**src/rtl/seq_divider_pkg.sv**
```systemverilog
// Shared definitions for the sequential radix-2 restoring divider.
// Provides the default operand width, the iteration counter width and the
// divider FSM state encoding. Imported by the interface, the iteration step
// and the top-level divider.
package seq_divider_pkg;

    localparam int unsigned XLEN_DEFAULT  = 32;
    localparam int unsigned CNT_W_DEFAULT = 6;

    typedef enum logic [1:0] {
        ST_IDLE = 2'd0,
        ST_BUSY = 2'd1,
        ST_DONE = 2'd2
    } div_state_t;

endpackage : seq_divider_pkg

```
**src/rtl/seq_divider_if.sv**
```systemverilog
// Request/response bundle between the execute stage and the divide engine.
// Signals:
//   dividend   - unsigned dividend magnitude
//   divitor    - unsigned divisor magnitude
//   req_in     - level request, held by the execute stage until ready_out
//   is_q_in    - 0 = return quotient, 1 = return remainder
//   ready_out  - one-cycle pulse, result_out valid
//   result_out - quotient or remainder
// master = execute stage, slave = divider.
interface seq_divider_if
    import seq_divider_pkg::*;
#(
    parameter int unsigned XLEN = XLEN_DEFAULT
);
    logic [XLEN-1:0] dividend;
    logic [XLEN-1:0] divitor;
    logic            req_in;
    logic            is_q_in;
    logic            ready_out;
    logic [XLEN-1:0] result_out;

    modport master (
        output dividend, divitor, req_in, is_q_in,
        input  ready_out, result_out
    );

    modport slave (
        input  dividend, divitor, req_in, is_q_in,
        output ready_out, result_out
    );
endinterface : seq_divider_if

```
**src/rtl/seq_divider_div_step.sv**
```systemverilog
// One combinational restoring-division iteration.
// Ports:
//   rem_c     - current partial remainder (always < divisor, fits XLEN bits)
//   quo_msb_c - next dividend bit shifted into the remainder
//   dsr_c     - divisor
//   rem_nxt_c - partial remainder after the trial subtract
//   q_bit_c   - quotient bit produced by this iteration
module seq_divider_div_step
    import seq_divider_pkg::*;
#(
    parameter int unsigned XLEN = XLEN_DEFAULT
) (
    input  logic [XLEN-1:0] rem_c,
    input  logic            quo_msb_c,
    input  logic [XLEN-1:0] dsr_c,
    output logic [XLEN-1:0] rem_nxt_c,
    output logic            q_bit_c
);
    logic [XLEN:0] trial_c;

    // Shift-in needs one extra bit so the compare sees the full trial value.
    assign trial_c = {rem_c, quo_msb_c};
    assign q_bit_c = (trial_c >= {1'b0, dsr_c});

    // After a successful subtract the result is below the divisor, so the
    // top bit of the difference is always zero and can be dropped.
    assign rem_nxt_c = q_bit_c ? XLEN'(trial_c - {1'b0, dsr_c})
                               : trial_c[XLEN-1:0];
endmodule : seq_divider_div_step

```
**src/rtl/seq_divider.sv**
```systemverilog
// Multi-cycle unsigned radix-2 restoring divider for the M-extension.
// Operands are latched in IDLE on req_in; XLEN iterations run in BUSY, one
// per cycle; DONE pulses ready_out with the quotient or remainder.
// Dropping req_in during BUSY aborts without a ready pulse.
// Ports:
//   clk_in   - core clock
//   reset_in - synchronous active-low reset
//   bus      - seq_divider_if slave (operands, request, result)
// Optional build macro SEQ_DIVIDER_EARLY_OUT_EN: divide-by-zero and
// dividend < divisor complete in one cycle, skipping BUSY.
module seq_divider
    import seq_divider_pkg::*;
#(
    parameter int unsigned XLEN  = XLEN_DEFAULT,
    parameter int unsigned CNT_W = CNT_W_DEFAULT
) (
    input  logic          clk_in,
    input  logic          reset_in,
    seq_divider_if.slave  bus
);
    div_state_t       state;
    logic [CNT_W-1:0] cnt;
    logic [XLEN-1:0]  rem;
    logic [XLEN-1:0]  quo;
    logic [XLEN-1:0]  dsr;
    logic             sel;
    logic             ready_q;
    logic [XLEN-1:0]  result_q;

    logic [XLEN-1:0]  rem_nxt_c;
    logic             q_bit_c;
    logic [XLEN-1:0]  quo_nxt_c;
    logic             last_iter_c;
    logic             early_out_c;
    logic [XLEN-1:0]  early_res_c;

    seq_divider_div_step #(.XLEN(XLEN)) u_step (
        .rem_c     (rem),
        .quo_msb_c (quo[XLEN-1]),
        .dsr_c     (dsr),
        .rem_nxt_c (rem_nxt_c),
        .q_bit_c   (q_bit_c)
    );

    assign quo_nxt_c   = {quo[XLEN-2:0], q_bit_c};
    assign last_iter_c = (cnt == CNT_W'(XLEN - 1));

    // Trivial cases whose answer is known without iterating.
`ifdef SEQ_DIVIDER_EARLY_OUT_EN
    assign early_out_c = (bus.divitor == '0) || (bus.dividend < bus.divitor);
`else
    assign early_out_c = 1'b0;
`endif
    assign early_res_c = bus.is_q_in ? bus.dividend
                       : ((bus.divitor == '0) ? '1 : '0);

    // Divider FSM and datapath registers.
    always_ff @(posedge clk_in) begin
        if (!reset_in) begin
            state    <= ST_IDLE;
            cnt      <= '0;
            rem      <= '0;
            quo      <= '0;
            dsr      <= '0;
            sel      <= 1'b0;
            ready_q  <= 1'b0;
            result_q <= '0;
        end else begin
            case (state)
                ST_IDLE: begin
                    ready_q <= 1'b0;
                    if (bus.req_in) begin
                        if (early_out_c) begin
                            state    <= ST_DONE;
                            ready_q  <= 1'b1;
                            result_q <= early_res_c;
                        end else begin
                            state <= ST_BUSY;
                            quo   <= bus.dividend;
                            dsr   <= bus.divitor;
                            sel   <= bus.is_q_in;
                            rem   <= '0;
                            cnt   <= '0;
                        end
                    end
                end
                ST_BUSY: begin
                    // Abort has priority over the iteration, even the last one.
                    if (!bus.req_in) begin
                        state <= ST_IDLE;
                    end else begin
                        rem <= rem_nxt_c;
                        quo <= quo_nxt_c;
                        cnt <= cnt + CNT_W'(1);
                        if (last_iter_c) begin
                            state    <= ST_DONE;
                            ready_q  <= 1'b1;
                            result_q <= sel ? rem_nxt_c : quo_nxt_c;
                        end
                    end
                end
                ST_DONE: begin
                    ready_q <= 1'b0;
                    state   <= ST_IDLE;
                end
                default: begin
                    ready_q <= 1'b0;
                    state   <= ST_IDLE;
                end
            endcase
        end
    end

    assign bus.ready_out  = ready_q;
    assign bus.result_out = result_q;
endmodule : seq_divider

```
**src/flat_wrapper.sv**
```systemverilog
// flat-port wrapper written by rule: the top's interface ports become plain ports
module seq_divider_flat import seq_divider_pkg::*;
#(
    parameter int unsigned XLEN  = XLEN_DEFAULT,
    parameter int unsigned CNT_W = CNT_W_DEFAULT
)
  (clk_in, reset_in, bus_dividend, bus_divitor, bus_req_in, bus_is_q_in, bus_ready_out, bus_result_out);
  seq_divider_if #(.XLEN(XLEN)) bus_i ();
  input  logic clk_in;
  input  logic reset_in;
  input wire logic [$bits(bus_i.dividend)-1:0] bus_dividend;
  input wire logic [$bits(bus_i.divitor)-1:0] bus_divitor;
  input wire logic [$bits(bus_i.req_in)-1:0] bus_req_in;
  input wire logic [$bits(bus_i.is_q_in)-1:0] bus_is_q_in;
  output wire logic [$bits(bus_i.ready_out)-1:0] bus_ready_out;
  output wire logic [$bits(bus_i.result_out)-1:0] bus_result_out;
  assign bus_i.dividend = bus_dividend;
  assign bus_i.divitor = bus_divitor;
  assign bus_i.req_in = bus_req_in;
  assign bus_i.is_q_in = bus_is_q_in;
  assign bus_ready_out = bus_i.ready_out;
  assign bus_result_out = bus_i.result_out;
  seq_divider #(.XLEN(XLEN), .CNT_W(CNT_W)) u_core (.clk_in(clk_in), .reset_in(reset_in), .bus(bus_i));
endmodule
```
**config.mk**
```make
export PLATFORM = sky130hd
export DESIGN_NAME = seq_divider_flat
export DESIGN_NICKNAME = d
export VERILOG_FILES = /design/src/rtl/seq_divider_pkg.sv /design/src/rtl/seq_divider_if.sv /design/src/rtl/seq_divider_div_step.sv /design/src/rtl/seq_divider.sv /design/src/flat_wrapper.sv
export SDC_FILE = /design/constraint.sdc
export NUM_CORES = 1
export LEC_CHECK = 0
export ABC_AREA = 1
export ABC_CLOCK_PERIOD_IN_PS = 3450
export BUFFER_PORTS_ARGS = -buffer_cell sky130_fd_sc_hd__buf_2
export CAP_MARGIN = 20
export CORE_MARGIN = 1
export CORE_UTILIZATION = 30
export CTS_BUF_LIST = sky130_fd_sc_hd__clkbuf_8
export DETAILED_ROUTE_END_ITERATION = 16
export GPL_TIMING_DRIVEN = 0
export PLACE_DENSITY = 0.44
export SLEW_MARGIN = 20
export SYNTH_ARGS = -nofsm -noshare
export SYNTH_HDL_FRONTEND = slang
export SYNTH_SLANG_ARGS = --single-unit
```
**constraint.sdc**
```tcl
create_clock -name clk_in -period 3.45 [get_ports clk_in]
set_input_delay 0.5175 -clock clk_in [delete_from_list [all_inputs] [get_ports clk_in]]
set_output_delay 0.5175 -clock clk_in [all_outputs]
set_load 0.05 [all_outputs]
```
==> results of run 1 <==
## logic make-up (layout without fill, tap and decap cells)
family          Yosys count  after routing
compound gates          303            303
xor+xnor                 14             14
simple gates            585            585
fa+ha+maj                34             34
buf+inv                 262            394
flops                   138            138
## path summary, 6_finish.rpt
path,start,endpoint,cells after the start
setup / recovery,u_core.quo[31],u_core.bus.result_out[16],15
hold / removal,bus_divitor[0],u_core.dsr[0],3
setup reg to reg,u_core.quo[31],u_core.bus.result_out[16],15
hold reg to reg,u_core.dsr[12],u_core.dsr[12],2
## final cells by class
class	count	share of cell area
multi-input combinational	936	0.4788
sequential	138	0.2792
inverter	197	0.07472
timing repair buffer	100	0.05058
tap	378	0.04779
buffer	65	0.03186
clock buffer	17	0.02364
clock inverter	15	0.01340
## where the power goes
part           switching (mW)  leakage, nW  internal (mW)
combinational           0.432         3.27          0.186
sequential             0.0155         1.13           1.65
clock                   0.779        0.183          0.525
## flip-flops by register name, summed over array words and instances (netlist names)
name / cells
u_core.bus.result_out: 32
u_core.quo: 32
u_core.rem: 32
u_core.dsr: 32
u_core.cnt: 6
u_core.state: 2
u_core.sel: 1
u_core.bus.ready_out: 1
## worst reg2reg max path, cell delays in order (launching register included)
cell and delay [ns]:
dfxtp_1 0.33, inv_1 0.11, ha_1 0.17, inv_1 0.10, fa_1 0.45, nand3_1 0.11, nand3_1 0.17, nand2_1 0.10
nand3_1 0.20, nand2_1 0.11, nand2_1 0.06, or2_2 0.28, nand3_2 0.11, nand3_1 0.09, nand2_1 0.10, a21oi_2 0.05
## cell usage after synthesis (8+ instances only)
master	n
nand3_2	17
nand3_1	71
o21ai_1	12
xor2_1	14
dfxtp_1	138
buf_2	10
nor3_1	9
o21ai_0	40
a21oi_1	206
nand2_1	402
nand2_2	8
nor2_1	47
a21oi_2	9
clkbuf_1	42
inv_1	192
o31ai_1	31
ha_1	33
## per-layer routing
layer  vias to the layer above  part of all wire
met5                         -                 0
met4                         0             0.013
met3                        23             0.028
met2                       132              0.47
met1                      3859              0.49
li1                       4523                 -
==> impl_metrics.csv, run 1 <==
group,metric,value,unit
status,status,"finished clean",
yosys,synth_top_area_frac,0.3229,
yosys,synth_nets,1438,
global_routing,antenna_found_initial,0,
worst_setup_path,cp_top_family,"simple AND/OR/NAND/NOR gates",
drt,ant_nets,0,
yosys,synthSimpleGateAreaFrac,0.2969,
worst_setup_path,timing.reg2reg.setup_slack,0.78,ns
final_layout,drive_gt1_frac,0.1356,
worst_setup_path,path_cells,"inv_1 > ha_1 > inv_1 > fa_1 > nand3_1 > nand3_1 > nand2_1 > nand3_1 > nand2_1 > nand2_1 > or2_2 > nand3_2 > nand3_1 > nand2_1 > a21oi_2",
yosys,netlist_area,0.008556,mm²
timing,relSlewSlack,0.4185,
floorplanning,rows,61,
placement,gp_congestion,0.8742,
clock_tree,root_buffer,"clkbuf_8",
global_routing,top_usage_layer,"met2",
drt,detail_route.wl_per_cell,15.75,µm
yosys,syn_area_per_cell,6.404,µm²
floorplanning,die_height,170.9,µm
placement,dp_slack,0.7741,ns
global_routing,grt_use_total,0.2068,
min_path,min_path_type,"primary input to flop",
timing,tightest_slew,0.8722,ns
worst_setup_path,crit_required,3.77,ns
global_routing,grt_overflow,0,
global_routing,grt_max_degree,17,
yosys,synth_warnings,0,
timing,rsz0062_at_grt,"no",
worst_setup_path,worstPathArrival,2.99,ns
final_layout,layout.cells.most_common,"nand2_1",
worst_setup_path,max_stage_delay,0.45,ns
worst_setup_path,crit_type,"flop to flop",
final_layout,antenna_cells,0,
final_layout,fillers,3179,
drt,via_per_inst,4.625,
worst_setup_path,slowest_stage,"fa_1",
clock_tree,clk_path_buf_depth,2,
worst_setup_path,endpoint_kind,"flop",
floorplanning,dieArea,0.02920,mm²
worst_setup_path,cp-start-kind,"flop",
power_and_ir_drop,leakagePower,4.584,nW
yosys,ys_seq_area_frac,0.3229,
global_routing,use_met2,0.3487,
final_layout,layout_common_cells,"402 x nand2_1, 206 x a21oi_1, 193 x inv_1",
timing,fin_crit,2.671,ns
clock_tree,cts_tree,"done",
yosys,ys_types,38,
power_and_ir_drop,power.total,3.590,mW
global_routing,use_met3,0.02868,
final_layout,syn2layout_area_growth,15.66,%
clock_tree,cts.sinks,138,
final_layout,fin_area,0.009896,mm²
power_and_ir_drop,p_per_area,362.8,mW/mm²
final_layout,final_cells,1846,
global_routing,first_global_vias,7999,
flow_run,max_cap_viol_count,0,
clock_tree,clkTransAtPathRegs,0.09,ns
clock_tree,ctsHoldBuffers,0,
yosys,synth-adder-area-share,0.05060,
yosys,ys_ff_latch,138,
clock_tree,clock_latency,0.47,ns
clock_tree,cts_setup_buffers,0,
placement,dp.cells,1814,
timing,setup_ws,0.7791,ns
placement,place_hpwl,23310,µm
clock_tree,cts_max_level,4,
floorplanning,die_w,170.9,µm
final_layout,nets,1557,
drt,wl,29070,µm
yosys,ys_top_cells_by_area,"dfxtp_1 32%, nand2_1 18%, a21oi_1 12%",
yosys,synth_mux_area_frac,0,
yosys,synthArstFlopShare,0,
global_routing,grtUsageMet1,0.2764,
floorplanning,core,0.02793,mm²
final_layout,finish.utilization,0.3543,
worst_setup_path,critPathBufInv,2,
timing,clock.fmax,0.3744,GHz
drt,drt_iter0_markers,561,
floorplanning,initial_utilization,0.3063,
yosys,synth_top_family_by_area,"simple AND/OR/NAND/NOR gates",
yosys,synth-edff-count,0,
yosys,synth_xor_area_frac,0.01433,
power_and_ir_drop,vdd_drop_max,0.0001821,V
timing,finClkSkew,0.02509,ns
timing,setup_viol,0,
timing,slew_viol_final,0,
timing,finalHoldViolCount,0,
clock_tree,cts_buffers,17,
yosys,synthFlopType,"dfxtp_1",
yosys,synth_largest_area_cell,"dfxtp_1",
drt,first_pass_iters,5,
global_routing,grt_pass1_wl,45240,µm
drt,routed-via-count,8537,
clock_tree,cts_resized,0,
timing,fin_setup_tns,0,ns
final_layout,multi_input_comb_area,0.004738,mm²
drt,drc,0,
placement,placed_area,0.009529,mm²
timing,finalCritPeriodShare,0.7742,
placement,port_buffers,100,
worst_setup_path,crit_fanout,4,
floorplanning,pin_count,101,
timing,timing.hold.ws,0.2785,ns
yosys,syn_inst,1336,
yosys,synth_compound_area_frac,0.1920,
final_layout,register_area,0.002763,mm²
Power figures use the tool's default switching activity.
==> run 2, diff against run 1 <==
--- a/config.mk
+++ b/config.mk
@@ -6,7 +6,7 @@
 export NUM_CORES = 1
 export LEC_CHECK = 0
 export ABC_AREA = 1
-export ABC_CLOCK_PERIOD_IN_PS = 3450
+export ABC_CLOCK_PERIOD_IN_PS = 2800
 export BUFFER_PORTS_ARGS = -buffer_cell sky130_fd_sc_hd__buf_2
 export CAP_MARGIN = 20
 export CORE_MARGIN = 1
==> constraint.sdc (replaced) <==
create_clock -name clk_in -period 2.8 [get_ports clk_in]
set_input_delay 0.42 -clock clk_in [delete_from_list [all_inputs] [get_ports clk_in]]
set_output_delay 0.42 -clock clk_in [all_outputs]
set_load 0.05 [all_outputs]
==> impl_metrics.csv, run 2 (synthesis results as in run 1) <==
group,metric,value,unit
status,status,"finished clean",
final_layout,fin_area,0.009901,mm²
drt,ant_nets,0,
final_layout,nets,1557,
floorplanning,rows,61,
floorplanning,pin_count,101,
clock_tree,cts.sinks,138,
worst_setup_path,crit_required,3.12,ns
timing,setup_viol,0,
clock_tree,cts_max_level,4,
final_layout,finish.utilization,0.3544,
clock_tree,root_buffer,"clkbuf_8",
power_and_ir_drop,clkPwrFrac,0.364,
placement,dp.cells,1814,
min_path,min_path_type,"primary input to flop",
power_and_ir_drop,vdd_drop_max,0.0002233,V
drt,met3WireLength,925,µm
timing,fin_crit,2.590,ns
drt,highest_layer,"met4",
global_routing,grt_use_total,0.2068,
clock_tree,cts_tree,"done",
timing,finClkSkew,0.02491,ns
global_routing,antenna_found_initial,0,
power_and_ir_drop,p_per_area,447.0,mW/mm²
placement,placed_area,0.009529,mm²
worst_setup_path,endpoint_kind,"flop",
power_and_ir_drop,power_switching,1.514,mW
flow_run,max_cap_viol_count,0,
final_layout,final_cells,1846,
global_routing,grt_max_degree,17,
global_routing,first_global_vias,7999,
floorplanning,initial_utilization,0.3063,
timing,finalCritPeriodShare,0.9250,
drt,via_per_inst,4.633,
floorplanning,die_height,170.9,µm
timing,relSlewSlack,0.4144,
placement,gp_congestion,0.8742,
clock_tree,clock_latency,0.47,ns
power_and_ir_drop,p_comb_frac,0.172,
worst_setup_path,worstPathArrival,2.91,ns
timing,finalHoldViolCount,0,
drt,wl,29130,µm
final_layout,syn2layout_area_growth,15.72,%
timing,fin_setup_tns,0,ns
worst_setup_path,crit_start,"u_core.dsr[0]",
final_layout,drive_gt1_frac,0.1362,
floorplanning,core,0.02793,mm²
worst_setup_path,cp-start-kind,"flop",
clock_tree,cts_buffers,17,
global_routing,grt_overflow,0,
drt,dr_wl_met2,13630,µm
clock_tree,cts_setup_buffers,0,
placement,port_buffers,100,
power_and_ir_drop,p_int,2.912,mW
worst_setup_path,crit_type,"flop to flop",
floorplanning,die_w,170.9,µm
power_and_ir_drop,leakagePower,4.590,nW
power_and_ir_drop,pwr-share-seq,0.464,
drt,drc,0,
timing,rsz0062_at_grt,"no",
timing,slew_viol_final,0,
drt,wl_met1,14220,µm
final_layout,fillers,3179,
clock_tree,clk_path_buf_depth,2,
timing,tightest_slew,0.8783,ns
clock_tree,ctsHoldBuffers,0,
drt,drt_iter0_markers,543,
power_and_ir_drop,netSwitchingFraction,0.3421,
drt,routed-via-count,8553,
worst_setup_path,crit_fanout,4,
clock_tree,clkTransAtPathRegs,0.09,ns
final_layout,antenna_cells,0,
placement,place_hpwl,23310,µm
final_layout,layout.cells.most_common,"nand2_1",
floorplanning,dieArea,0.02920,mm²
final_layout,layout_common_cells,"402 x nand2_1, 206 x a21oi_1, 193 x inv_1",
drt,first_pass_iters,5,
drt,detail_route.wl_per_cell,15.78,µm
timing,clock.fmax,0.3861,GHz
min_path,hold_start,"bus_divitor[0]",
worst_setup_path,r2r-start,"u_core.dsr[0]",
global_routing,grt_pass1_wl,45240,µm
==> run 2: path summary, 6_finish.rpt <==
kind | end | slack, ns | cells after the start
setup / recovery | u_core.bus.result_out[16] | 0.21 | 14
hold / removal | u_core.dsr[0] | 0.18 | 3
setup reg to reg | u_core.bus.result_out[16] | 0.21 | 14
hold reg to reg | u_core.dsr[12] | 0.46 | 2
==> run 2: layout make-up <==
cell class | count | area [µm²] | share of cell area
sequential | 138 | 2763 | 0.2790
multi-input combinational | 936 | 4743 | 0.4791
inverter | 197 | 739.5 | 0.07469
timing repair buffer | 100 | 500.5 | 0.05055
clock inverter | 15 | 132.6 | 0.01340
buffer | 65 | 315.3 | 0.03185
tap | 378 | 473.0 | 0.04777
clock buffer | 17 | 234.0 | 0.02363
==> run 2: metrics by stage <==
stage	setup slack [ns]	hold WS, ns	power (mW)
2_1_floorplan	0.6893	0.4353	2.607
3_3_place_gp	0.1240	0.4505	2.865
3_5_place_dp	0.1241	0.4541	2.866
4_1_cts	0.09398	0.1558	4.494
5_1_grt	0.01434	0.1747	4.674
6_report	0.2099	0.1795	4.426
==> run 2: worst max-delay path: stages (launching register included) <==
cell,delay [ns]
dfxtp_1,0.40
ha_1,0.19
inv_1,0.10
fa_1,0.45
nand3_1,0.11
nand3_1,0.16
nand2_1,0.12
nand3_2,0.14
nand2_1,0.09
nand2_1,0.06
or2_2,0.28
nand3_2,0.11
nand3_1,0.09
nand2_1,0.10
a21oi_2,0.05
==> run 2: repair_timing <==
item | 4_1_cts | 5_1_grt
hold endpoints to repair | 0 | 0
resized for setup | 0 | 1
endpoints found under the setup margin | 0 | 3
==> run 2: power by group through the flow <==
| stage | Clock, mW | Sequential (mW) | Combinational [mW] |
|---|---|---|---|
| finish | 1.61 | 2.05 | 0.763 |
| global route | 1.74 | 2.06 | 0.867 |
| CTS | 1.67 | 2.05 | 0.769 |
| detailed placement | 0 | 2.10 | 0.766 |
| global placement | 0 | 2.10 | 0.765 |
| floorplan | 0 | 2.10 | 0.511 |
==> run 2: per-layer routing <==
metal / GRT usage / vias to the layer above
met5: 0 / -
met4: 0.05047 / 0
met3: 0.02868 / 18
met2: 0.3487 / 156
met1: 0.2764 / 3858
li1: - / 4521
